`config.mk`:
```
export PLATFORM = sky130hd
export DESIGN_NAME = pass_char_feeder
export DESIGN_NICKNAME = d
export VERILOG_FILES = /design/src/rtl/pass_pkg.sv /design/src/rtl/char_buf.sv /design/src/rtl/pass_char_feeder.sv
export SDC_FILE = /design/constraint.sdc
export NUM_CORES = 1
export LEC_CHECK = 0
export CORE_ASPECT_RATIO = 0.75
export CORE_MARGIN = 2
export CORE_UTILIZATION = 45
export DETAILED_ROUTE_END_ITERATION = 16
export PLACE_DENSITY = 0.74
export SYNTH_ARGS = -nofsm -noshare
export SYNTH_HDL_FRONTEND = slang
export SYNTH_SLANG_ARGS = --single-unit
```
`constraint.sdc`:
```
create_clock -name clock -period 5.4 [get_ports clock]
set_input_delay 0.54 -clock clock [delete_from_list [all_inputs] [get_ports clock]]
set_output_delay 0.54 -clock clock [all_outputs]
set_load 0.1 [all_outputs]
```
`src/rtl/pass_pkg.sv`:
```
// Purpose : shared defaults and FSM encoding for the password character feeder.
// Latency : n/a (types and constants only).
// Backpressure : n/a.
package pass_pkg;

  localparam int         MAX_LEN_DEFAULT   = 16;
  localparam logic [7:0] TERM_CHAR_DEFAULT = 8'h0D;

  // Count, read index and length share this width; it holds 0..16 without wrapping.
  localparam int IDX_W = 5;

  typedef enum logic [1:0] {
    ST_COLLECT = 2'd0,
    ST_DRAIN   = 2'd1,
    ST_DONE    = 2'd2,
    ST_DISCARD = 2'd3
  } state_e;

endpackage

```
`src/rtl/char_buf.sv`:
```
// Purpose : DEPTH x 8 character store, one synchronous write port, one combinational read port.
// Latency : write lands on the clock edge; read data follows rd_idx in the same cycle.
// Backpressure : none; the owner only writes and reads legal indices.
// Ports   : clock; wr_en/wr_idx/wr_data write port; rd_idx/rd_data read port.
module char_buf #(
  parameter int DEPTH = 16,
  parameter int AW    = 4
) (
  input  logic          clock,
  input  logic          wr_en,
  input  logic [AW-1:0] wr_idx,
  input  logic [7:0]    wr_data,
  input  logic [AW-1:0] rd_idx,
  output logic [7:0]    rd_data
);

  // Data storage carries no reset: stale bytes are never read before being rewritten.
  logic [7:0] mem_q [DEPTH];

  always_ff @(posedge clock) begin
    if (wr_en) begin
      mem_q[wr_idx] <= wr_data;
    end
  end

  assign rd_data = mem_q[rd_idx];

endmodule

```
`src/rtl/pass_char_feeder.sv`:
```
// Purpose : buffers one password (up to MAX_LEN chars, terminated by TERM_CHAR) and replays it to a checker.
// Latency : first character is offered one cycle after the terminator handshake.
// Backpressure : in_ready drops while replaying; replay advances only when out_ready=1.
// Ports   : clock/reset (sync, active-low); in_valid/in_data/in_ready upstream;
//           out_ready/en/data_out/last downstream; done/length per-password status; overflow pulse.
module pass_char_feeder
  import pass_pkg::*;
#(
  parameter int         MAX_LEN   = MAX_LEN_DEFAULT,  // must not exceed 16
  parameter logic [7:0] TERM_CHAR = TERM_CHAR_DEFAULT
) (
  input  logic             clock,
  input  logic             reset,
  input  logic             in_valid,
  input  logic [7:0]       in_data,
  output logic             in_ready,
  input  logic             out_ready,
  output logic             en,
  output logic [7:0]       data_out,
  output logic             last,
  output logic             done,
  output logic [IDX_W-1:0] length,
  output logic             overflow
);

  localparam int               BUF_AW  = (MAX_LEN > 1) ? $clog2(MAX_LEN) : 1;
  localparam logic [IDX_W-1:0] MAX_CNT = IDX_W'(MAX_LEN);

  state_e           state_q, state_d;
  logic [IDX_W-1:0] count_q, count_d;
  logic [IDX_W-1:0] rd_idx_q, rd_idx_d;
  logic [IDX_W-1:0] len_q, len_d;
  logic             ovf_q, ovf_d;
  logic             wr_en;
  logic             is_term;
  logic [7:0]       rd_data;

  assign is_term = (in_data == TERM_CHAR);

  always_comb begin
    state_d  = state_q;
    count_d  = count_q;
    rd_idx_d = rd_idx_q;
    len_d    = len_q;
    ovf_d    = 1'b0;
    wr_en    = 1'b0;
    in_ready = 1'b0;
    en       = 1'b0;
    last     = 1'b0;
    done     = 1'b0;

    case (state_q)
      ST_COLLECT: begin
        in_ready = 1'b1;
        if (in_valid) begin
          if (is_term) begin
            len_d   = count_q;
            // An empty password skips the replay entirely.
            state_d = (count_q != '0) ? ST_DRAIN : ST_DONE;
          end else if (count_q == MAX_CNT) begin
            ovf_d   = 1'b1;
            count_d = '0;
            state_d = ST_DISCARD;
          end else begin
            wr_en   = 1'b1;
            count_d = count_q + IDX_W'(1);
          end
        end
      end

      ST_DISCARD: begin
        in_ready = 1'b1;
        if (in_valid && is_term) begin
          state_d = ST_COLLECT;
        end
      end

      ST_DRAIN: begin
        en = out_ready;
        if (out_ready) begin
          if (rd_idx_q == len_q - IDX_W'(1)) begin
            last    = 1'b1;
            state_d = ST_DONE;
          end else begin
            rd_idx_d = rd_idx_q + IDX_W'(1);
          end
        end
      end

      ST_DONE: begin
        done     = 1'b1;
        count_d  = '0;
        rd_idx_d = '0;
        state_d  = ST_COLLECT;
      end

      default: state_d = ST_COLLECT;
    endcase
  end

  always_ff @(posedge clock) begin
    if (!reset) begin
      state_q  <= ST_COLLECT;
      count_q  <= '0;
      rd_idx_q <= '0;
      len_q    <= '0;
      ovf_q    <= 1'b0;
    end else begin
      state_q  <= state_d;
      count_q  <= count_d;
      rd_idx_q <= rd_idx_d;
      len_q    <= len_d;
      ovf_q    <= ovf_d;
    end
  end

  char_buf #(
    .DEPTH (MAX_LEN),
    .AW    (BUF_AW)
  ) u_char_buf (
    .clock   (clock),
    .wr_en   (wr_en),
    .wr_idx  (count_q[BUF_AW-1:0]),
    .wr_data (in_data),
    .rd_idx  (rd_idx_q[BUF_AW-1:0]),
    .rd_data (rd_data)
  );

  assign data_out = en ? rd_data : 8'h00;
  assign length   = len_q;
  assign overflow = ovf_q;

endmodule

```
## Word-level counts from Yosys, hierarchy flattened

Memory sizes are Yosys's and may differ from the RTL's. A register that Yosys moved wholly into a read port is not among the register bits.
Cells that the tools add are included.
W data, S select, Z words.

| storage, ports and cells | value |
|---|---|
| bits in writable memories | 128 |
| input bits | 12 |
| memories | 1 |
| bits in latches | 0 |
| logic and storage cells | 67 |
| ROM bits | 0 |
| register bits | 18 |
| output and inout bits | 18 |

| cells by class | value |
|---|---|
| $mul | 0 |
| muxes and demuxes | 31 |
| equality and inequality tests | 13 |
| shift operators | 0 |
| reduce and logical (&&, ||, !) cells | 11 |
| $add $sub $neg | 3 |
| bitwise operators | 3 |
| div/mod/pow operators | 0 |
| magnitude comparators | 0 |

Memories:

| name | words | width | read ports | clocked after Yosys merged registers in | write ports | line | text |
|---|---|---|---|---|---|---|---|
| u_char_buf.mem_q | 16 | 8 | 1 | 1 | 1 | char_buf.sv:18 | `logic [7:0] mem_q [DEPTH];` |

Operator list:

| operator | number |
|---|---|
| $mux W5 | 5 |
| $pmux W5 S2 | 2 |
| $mux W2 | 7 |
| $mux W1 | 13 |
| $ne A2 B2 Y1 const B | 6 |
| $add A5 B1 Y5 const B | 2 |
| $reduce_and A3 Y1 | 3 |
| $eq A8 B4 Y1 const B | 1 |
| $mux W4 | 2 |
| $mux W8 | 1 |
| $pmux W2 S4 | 1 |
| $eq A5 B5 Y1 | 1 |
| $eq A5 B5 Y1 const B | 1 |
| $reduce_and A5 Y1 | 1 |
| $reduce_bool A5 Y1 | 1 |
| $sub A5 B1 Y5 const B | 1 |
| $eq A2 B2 Y1 const B | 2 |
| $reduce_bool A2 Y1 | 2 |
| $reduce_or A4 Y1 | 1 |
| $ne A3 B3 Y1 const B | 1 |
| $not A1 Y1 | 3 |
| $eq A2 B1 Y1 const B | 1 |
| $logic_not A2 Y1 | 1 |
| $reduce_or A2 Y1 | 1 |
| $logic_and A1 B1 Y1 | 1 |

## Longest topological paths before layout

Gate-level depths: netlist of run 1.

| depth | value |
|---|---|
| word-level depth | 7 |
| depth in mapped cells | 8 |
| mapped depth without buffers | 7 |

## By module

From an unflattened synthesis of run 1, not the netlist that was laid out.

| unflattened totals | value |
|---|---|
| cells, all modules | 380 |
| area, all modules | 6286.0 um2 |

Modules (own cells, without submodules):

| module | times used | sequential area each (um2) | area each (um2) | cells an instance |
|---|---|---|---|---|
| char_buf | 1 | 3843.7 | 4987.3 | 221 |
| pass_char_feeder | 1 | 360.3 | 1298.7 | 159 |

## Least setup slack after synthesis of run 1

No wires, ideal clock.

| timing | value |
|---|---|
| path kind | reg2out |
| start point | reg len_q[0], in the netlist length[0] |
| end point | out last |
| arrival | 3286 ps |
| setup slack | 1574 ps |
| cell stages (with the launch flop) | 7 |
| buffers on the path | 0 |
| cell sequence | dfxtp_1 -> inv_1 -> ha_1 -> o21ba_2 -> a22oi_1 -> o2111ai_1 -> nor2_1 |

| between the ends | value |
|---|---|
| longest elaborated chain between the ends | 5 |

Ends and longest elaborated chain:

| item | line | text |
|---|---|---|
| start: declaration | pass_char_feeder.sv:32 | `logic [IDX_W-1:0] len_q, len_d;` |
| start signal: assignment | pass_char_feeder.sv:112 | `len_q <= len_d;` |
| $sub A5 B1 Y5 | pass_char_feeder.sv:81 | `if (rd_idx_q == len_q - IDX_W'(1)) begin` |
| $eq A5 B5 Y1 | pass_char_feeder.sv:81 |  |
| $mux W1 | pass_char_feeder.sv:81 |  |
| $mux W1 | pass_char_feeder.sv:80 | `if (out_ready) begin` |
| $mux W1 | pass_char_feeder.sv:52 | `case (state_q)` |
| end: declaration | pass_char_feeder.sv:20 | `output logic last,` |

Every way passes these cells.

==> metrics.md, run 1 <==
| Metric | Value |
|---|---|
| Routed Antenna Nets | 0 |
| Placed wire-length estimate | 8170 um |
| Post-CTS setup buffer count | 0 |
| Post-cts resize count | 0 |
| Final Cycle Share | 0.799 |
| Worst Setup End Kind | output pin |
| Critical path's largest stage delay | 1050 ps |
| Most frequent cells in the layout | 128 x edfxtp_1, 29 x clkdlybuf4s50_1, 26 x mux4_2 |
| Placement Cell Area | 6810 um^2 |
| RD Place Congestion | 0.806 |
| Wire per inst | 22.7 um |
| Cell area after layout | 7370 um^2 |
| Global Route Usage Sum | 0.188 |
| Die height | 107 um |
| Vias per std cell | 5.84 |
| Synth cell types | 51 |
| CTS tree | done |
| Fin crit period | 4320 ps |
| Syn Inst Count | 355 |
| First-pass GRT wire length | 20100 um |
| Initial Util | 0.464 |
| Layout cells sized above 1 | 0.148 |
| Seq cells post-synth | 150 |
| Setup TNS | 0 ps |
| I/O Pins | 30 |
| Worst-path fanout max | 32 |
| Crit path DAT | 3780 ps |
| Core area | 13800 um^2 |
| Setup CP Type | flip-flop to output pin |
| Worst Path Required | 4860 ps |
| Pin count of the biggest net entering global routing | 33 |
| Worst Tran Pin Value | 1080 ps |
| Top cells by area, synth | edfxtp_1 60%, mux4_2 9.1%, dfxtp_1 6.9% |
| RSZ-0062 raised after global routing | no |
| Final setup vio count | 0 |
| H-tree levels | 4 |
| Max_cap viols | 0 |
| FP Rows | 37 |
| Hold Buf Count CTS | 0 |
| Worst Clk Skew | 10.1 ps |
| Worst Hold Class | flip-flop to flip-flop |
| Mean Syn Cell Area | 18.0 um^2 |
| Clk buf depth | 2 |
| Syn Std Cell Area | 6400 um^2 |
| Cts bufs inserted | 17 |
| Clk slew on worst S/H paths | 60 ps |
| Latest clock arrival within the worst-skew pair | 420 ps |
| Clock root buffer | clkbuf_16 |
| DRT iter0 DRCs | 296 |
| Max stage delay cell, worst path | dfxtp_2 |
| Die area | 15200 um^2 |
| Final wirelength | 13100 um |
| P&R area growth vs syn | 15.1% |
| Max Freq | 232 MHz |
| Synth warn | 0 |
| Final hold violation count | 0 |
| Worst path cell trace | mux4_1 -> mux4_2 -> and2_1 -> clkdlybuf4s50_1 |
| R2r setup slk | 2740 ps |
| Rel. slew slack | 0.278 |
| Largest area contributor in the netlist | edfxtp_1 |
| Commonest non-fill, non-tap cell in the layout | edfxtp_1 |
| Yosys top cell area share | 0.600 |
| Via count | 3352 |
| Residual DRC | 0 |
| Sequential-to-total area share from yosys stat | 0.669 |
| Die width | 142 um |
| Syn nets | 377 |
| # clock sinks | 150 |
| # port buffers | 29 |
| NumNets Final | 408 |
| Max VDD drop | 0.000204 V |
| Initial antenna violation count | 0 |
| Vias in the first global route | 3403 |
| First-pass DRT Iterations | 4 |
| Pins Over Slew Limit | 0 |
| Total grt overflow | 0 |
| Antenna cells | 0 |
| Run status | completed |
| Pleak | 2.36 nW |
| Worst setup SP type | flip-flop |
| Crit-path leading delay family | multiplexers |
| PD cells | 384 nW/um^2 |
| WP buf/inv | 1 |
## layer usage
layer	GRT usage	part of all wire
met1	0.261	0.46
met2	0.275	0.46
met3	0.0614	0.062
met4	0.0750	0.018
met5	0	0
## cell families after synthesis
family,synth area share
buf+inv,0.0264
compound gates,0.0352
flops,0.669
fa+ha+maj,0.0195
xor+xnor,0.0137
mux,0.161
simple gates,0.0750
## worst reg2reg max path, stage by stage, from the launching register on
cell	delay, ps
dfxtp_1	350
inv_1	90
ha_1	290
nand2_1	160
o21ba_1	580
and3b_1	260
and2_1	550
## power by group
part / switching [W] / internal, W
registers: 0.0000350 / 0.00131
clock network: 0.000449 / 0.000675
logic: 0.000226 / 0.000135
total: 0.000710 / 0.00212
## final timing paths
path                                               end  cells after the start       start
worst max-delay path                       data_out[7]                      4   flip-flop
worst min-delay path                        state_q[1]                      2  state_q[1]
worst max register to register  u_char_buf.mem_q[1][2]                      6  state_q[1]
worst min register to register              state_q[1]                      2  state_q[1]
## state kept, by name, indices dropped and copies added (netlist names), named ones only
name and count:
overflow 1, rd_idx_q 5, state_q 2, u_char_buf.mem_q 128, length 5, count_q 5
## Yosys cell counts, drive strengths merged
cell / instances
a22oi: 1
nand3: 3
inv: 12
mux2i: 8
o311ai: 1
o21ai: 3
and4b: 8
o31ai: 1
and4: 4
nand3b: 1
nor2b: 7
mux4: 40
o2111a: 1
ha: 10
xor2: 2
buf: 10
dfxtp: 22
nor2: 7
nor3: 6
nand4: 2
or2: 1
o211a: 1
nand4b: 1
nand2b: 4
or4: 2
o21ba: 2
and3: 2
clkbuf: 9
o32ai: 1
o211ai: 4
and3b: 1
a21oi: 8
nand2: 8
o21a: 1
o2111ai: 4
edfxtp: 128
a32oi: 1
or3: 1
a21boi: 2
and2: 17
xnor2: 8
## per-stage QoR
step                power [W]  cells  setup slack (ps)   util  hold WS [ps]
floorplan             0.00163    355              1570      -           468
global placement      0.00172    542              1490  0.493           489
detailed placement    0.00173    542              1470  0.493           519
CTS                   0.00285    574              1020  0.534           529
global route          0.00293    574               920  0.534           567
finish                0.00283    574              1080  0.534           533
## cell type report
| class | count | area (um^2) |
|---|---|---|
| fillers | 1059 | 6420 |
| clock inverters | 13 | 133 |
| inverters | 12 | 45.0 |
| clock buffers | 19 | 433 |
| multi-input cells | 174 | 1950 |
| well taps | 175 | 219 |
| flip-flops and latches | 150 | 4290 |
| repair buffers | 31 | 305 |
(Power assumes the default switching activity.)
==> inputs of run 2 (changes only) <==
PLACE_DENSITY = 0.77   (was 0.74)
clock period = 3.55 ns   (was 5.4 ns; I/O delays follow)
==> run 2 against run 1 <==
First-iteration DRC count increased by 50%; non-clock buffer count grew 7; worst hold slack got worse by 14 ps; critical path type unchanged; sequential share of layout area did not move; critical path depth up 1; setup slack worse by 460 ps; wire length down 4.4%; clock skew rose by 0.86 ps; final area stayed put; combinational power is 59% higher; sequential power increased by 51%; critical endpoint unchanged; final cell count grew 1.0%.
==> metrics.md, run 2 (synthesized netlist as in run 1, its figures left out) <==
| Metric | Value |
|---|---|
| Layout cells sized above 1 | 0.188 |
| # port buffers | 29 |
| Worst Path Required | 3190 ps |
| Worst Tran Pin Value | 985 ps |
| Initial Util | 0.464 |
| First-pass DRT Iterations | 5 |
| FP Rows | 37 |
| Worst Hold Class | flip-flop to flip-flop |
| Final Cycle Share | 0.823 |
| Max_cap viols | 0 |
| Worst Clk Skew | 10.9 ps |
| Most frequent cells in the layout | 128 x edfxtp_1, 26 x mux4_2, 21 x dfxtp_1 |
| Fin crit period | 2920 ps |
| DRT iter0 DRCs | 445 |
| Clk slew on worst S/H paths | 60 ps |
| Placed wire-length estimate | 8520 um |
| Post-cts resize count | 0 |
| Global Route Usage Sum | 0.181 |
| RSZ-0062 raised after global routing | no |
| Design Power | 0.00419 W |
| Crit path DAT | 2570 ps |
| Pin count of the biggest net entering global routing | 33 |
| Register with the most flip-flops | u_char_buf.mem_q |
| Die area | 15200 um^2 |
| PD cells | 569 nW/um^2 |
| Worst Setup End Kind | output pin |
| RD Place Congestion | 0.846 |
| First-pass GRT wire length | 19500 um |
| Commonest non-fill, non-tap cell in the layout | edfxtp_1 |
| Max Freq | 342 MHz |
| Multi-input logic area | 1950 um^2 |
| Worst r2r src | state_q[1] |
| Wire per inst | 21.5 um |
| Placement Cell Area | 6850 um^2 |
| Worst r2r dst | u_char_buf.mem_q[7][6] |
| Setup TNS | 0 ps |
| Pleak | 2.41 nW |
| H-tree levels | 4 |
| Die height | 107 um |
| Routed Antenna Nets | 0 |
| Clock root buffer | clkbuf_16 |
| CTS tree | done |
| R2r setup slk | 1070 ps |
| # clock sinks | 150 |
| Die width | 142 um |
| Antenna cells | 0 |
| Run status | completed |
| Residual DRC | 0 |
| Worst-path fanout max | 32 |
| NumNets Final | 415 |
| Worst-case reg-to-reg path depth | 5 |
| Core area | 13800 um^2 |
| Total grt overflow | 0 |
| Initial antenna violation count | 0 |
| Cts bufs inserted | 17 |
| Final hold violation count | 0 |
| Register area | 4290 um^2 |
| Vias per std cell | 5.81 |
| Clk buf depth | 2 |
| Setup CP Type | flip-flop to output pin |
| Final wirelength | 12500 um |
| Final setup vio count | 0 |
| Post-CTS setup buffer count | 0 |
| Rel. slew slack | 0.342 |
| Min-Delay Endpoint | state_q[1] |
| Via count | 3372 |
| I/O Pins | 30 |
| Fillers | 1052 |
| Vias in the first global route | 3315 |
| Latest clock arrival within the worst-skew pair | 420 ps |
| Worst setup SP type | flip-flop |
| P&R area growth vs syn | 15.1% |
| Hold Buf Count CTS | 0 |
| Min-delay src | state_q[1] |
| Cell area after layout | 7370 um^2 |
| Hold Crit Depth | 2 |
| Max reg flops | 128 |
| Max VDD drop | 0.000438 V |
| Pins Over Slew Limit | 0 |
run 2: layer usage:
metal / share of wire / global-route usage / wire, um / vias up
met3: 0.077 / 0.0543 / 960 / 15
met4: 0.016 / 0.0679 / 203 / 0
met5: 0 / 0 / 0 / -
met1: 0.45 / 0.255 / 5600 / 1715
li1: - / - / - / 1514
met2: 0.46 / 0.268 / 5710 / 128
run 2: power by group:
group	leakage, nW	internal, W	total, W	switching [W]
registers	1.33	0.00199	0.00203	0.0000381
clock network	0.254	0.000946	0.00159	0.000645
logic	0.821	0.000213	0.000573	0.000359
total	2.41	0.00315	0.00419	0.00104
run 2: worst max-delay path by stage:
stage	start	endpoint	slack (ps)	depth (start not counted)
finish	flip-flop	data_out[7]	630	5
global route	flip-flop	data_out[4]	560	5
CTS	flip-flop	data_out[7]	610	5
detailed placement	in_data[5]	u_char_buf.mem_q[3][5]	540	5
global placement	in_data[5]	u_char_buf.mem_q[1][5]	620	5
floorplan	length[0]	last	360	6
run 2: per-stage QoR:
| step | hold WS (ps) | util | worst slack (ps) | std cells |
|---|---|---|---|---|
| 2_1_floorplan | 454 | - | 357 | 355 |
| 3_3_place_gp | 491 | 0.496 | 619 | 549 |
| 3_5_place_dp | 514 | 0.496 | 544 | 549 |
| 4_1_cts | 518 | 0.534 | 606 | 580 |
| 5_1_grt | 554 | 0.534 | 557 | 580 |
| 6_report | 519 | 0.534 | 627 | 580 |
run 2: worst max-delay path, cell delays in order, from the launching register on:
cell and delay [ps]:
dfxtp_2 350, buf_12 250, mux4_1 610, mux4_2 520, and2_1 180, buf_4 230
run 2: final cells by class:
cell class              count  area share
clock buffers              20      0.0592
clock inverters            11      0.0117
inverters                  12     0.00611
multi-input cells         174       0.265
flip-flops and latches    150       0.581
well taps                 175      0.0297
repair buffers             38      0.0468
==> inputs of run 3 (changes only) <==
clock period = 2.6 ns   (was 3.55 ns; I/O delays follow)
==> run 3 against run 2 <==
The flow now finishes with violations (setup timing); count of clock-buffer cells in the layout is 2 higher; sequential cell count did not move; non-clock buffer count rose by 24; critical endpoint is now data_out[5]; largest power group unchanged.
==> metrics.md, run 3 (synthesized netlist as in run 1, its figures left out) <==
| Metric | Value |
|---|---|
| Worst Hold Class | flip-flop to flip-flop |
| Crit path DAT | 2450 ps |
| Int Pwr | 0.00430 W |
| Pins Over Slew Limit | 0 |
| Die height | 107 um |
| Most frequent cells in the layout | 128 x edfxtp_1, 37 x mux4_2, 35 x buf_4 |
| Clk slew on worst S/H paths | 60 ps |
| Layout cells sized above 1 | 0.290 |
| Final hold violation count | 0 |
| Flop pwr share | 0.479 |
| Fillers | 1024 |
| H-tree levels | 4 |
| Clk buf depth | 2 |
| Die width | 142 um |
| Latest clock arrival within the worst-skew pair | 410 ps |
| Max stage delay cell, worst path | mux4_2 |
| Placed wire-length estimate | 9720 um |
| Final std cells w/o fill | 603 |
| Worst-path fanout max | 8 |
| Final setup vio count | 8 |
| Worst Setup End Kind | output pin |
| Die area | 15200 um^2 |
| First-pass GRT wire length | 22200 um |
| Cts bufs inserted | 17 |
| Vias in the first global route | 3442 |
| Met2 Use GR | 0.304 |
| First-pass DRT Iterations | 6 |
| Crit-path leading delay family | multiplexers |
| GR Util met1 | 0.307 |
| Final Cycle Share | 1.04 |
| Residual DRC | 0 |
| Final setup margin | -114 ps |
| PD cells | 753 nW/um^2 |
| Antenna cells | 0 |
| Vias per std cell | 6.01 |
| Pin count of the biggest net entering global routing | 33 |
| Switching share of power | 0.258 |
| Final hold slack | 514 ps |
| Max Freq | 368 MHz |
| Worst setup SP type | flip-flop |
| RSZ-0062 raised after global routing | yes |
| Routed Antenna Nets | 0 |
| # clock sinks | 150 |
| Commonest non-fill, non-tap cell in the layout | edfxtp_1 |
| DRT iter0 DRCs | 379 |
| Run status | finished with violations |
| Setup TNS | -657 ps |
| FP Rows | 37 |
| Sw Pwr | 0.00149 W |
| Fin crit period | 2710 ps |
| Worst Tran Pin Value | 633 ps |
| # port buffers | 29 |
| Initial Util | 0.464 |
| Max_cap viols | 0 |
| Hold Buf Count CTS | 0 |
| Wire per inst | 25.2 um |
| Initial antenna violation count | 0 |
| Cells after DPL | 568 |
| Worst Path Required | 2340 ps |
| Via count | 3627 |
| Min-delay src | state_q[1] |
| Failing checks | setup timing |
| Rel. slew slack | 0.577 |
| Worst r2r src | state_q[1] |
| Core area | 13800 um^2 |
| GR Util met3 | 0.0627 |
| Max reg flops | 128 |
| WP buf/inv | 2 |
| Global Route Usage Sum | 0.210 |
| Clock root buffer | clkbuf_16 |
| Total grt overflow | 0 |
| Final Core Density | 0.558 |
| P&R area growth vs syn | 20.1% |
| NumNets Final | 439 |
| Register with the most flip-flops | u_char_buf.mem_q |
| CTS tree | done |
| Max VDD drop | 0.000469 V |
| Comb power frac | 0.166 |
| Grt peak-use layer | met1 |
| I/O Pins | 30 |
| Worst path cell trace | buf_12 -> mux4_2 -> mux4_2 -> and2_4 -> buf_12 |
| Pleak | 2.56 nW |
| Clk pwr share | 0.355 |
| Final wirelength | 15200 um |
| Setup CP Type | flip-flop to output pin |
| Critical path's largest stage delay | 590 ps |
| Worst Clk Skew | 4.32 ps |
| RD Place Congestion | 0.844 |
-- run 3: changes by cell type in the layout (fill, tap and decap cells not counted), sizes merged --
cell,before,now
clkdlybuf4s50,19,11
bufinv,1,0
clkinvlp,2,0
clkbuf,20,22
buf,19,51
-- run 3: per-layer routing --
layer,vias to the layer above,wire (um)
met5,-,0
met4,0,301
met1,1866,6590
met3,19,1460
li1,1550,-
met2,192,6870
-- run 3: worst register-to-register path, stage by stage (launching register included) --
cell     delay (ps)
dfxtp_1         340
inv_1            90
ha_1            320
nand2_1         180
o21ba_1         300
buf_4           190
and4_1          500
-- run 3: what timing repair did --
action | in CTS | in global routing
gates resized for setup | 24 | 0
gates cloned | 3 | 0
buffers inserted | 0 | 2
endpoints found under the setup margin | 9 | 9
pin swaps | 0 | 1
-- run 3: final cells by class --
cell class                 count  area [um^2]  share of cell area
sequential                   150         4290               0.557
multi-input combinational    174         1940               0.253
timing repair buffer          62          716              0.0930
clock buffer                  22          444              0.0577
tap                          175          219              0.0285
inverter                      12         45.0             0.00586
clock inverter                 8         36.3             0.00472
-- run 3: per-stage QoR --
| stage | power (W) | cell area (um^2) | setup slack (ps) |
|---|---|---|---|
| floorplan | 0.00339 | 6410 | -234 |
| global placement | 0.00368 | 7130 | 184 |
| detailed placement | 0.00371 | 7130 | 141 |
| CTS | 0.00580 | 7680 | -128 |
| global route | 0.00598 | 7690 | -176 |
| finish | 0.00579 | 7690 | -114 |
-- run 3: power by group through the flow --
stage | clock network (W) | logic [W] | registers [W]
5_1_grt | 0.00219 | 0.00101 | 0.00278
2_1_floorplan | 0 | 0.000585 | 0.00280
3_3_place_gp | 0 | 0.000870 | 0.00281
3_5_place_dp | 0 | 0.000894 | 0.00282
4_1_cts | 0.00207 | 0.000951 | 0.00278
6_report | 0.00206 | 0.000960 | 0.00278
-- run 3: path summary, 6_finish.rpt --
path / slack, ps / to / cells after the start
max reg2reg: 320 / u_char_buf.mem_q[13][6] / 6
max: -110 / data_out[5] / 5
min reg2reg: 510 / state_q[1] / 2
min: 510 / state_q[1] / 2
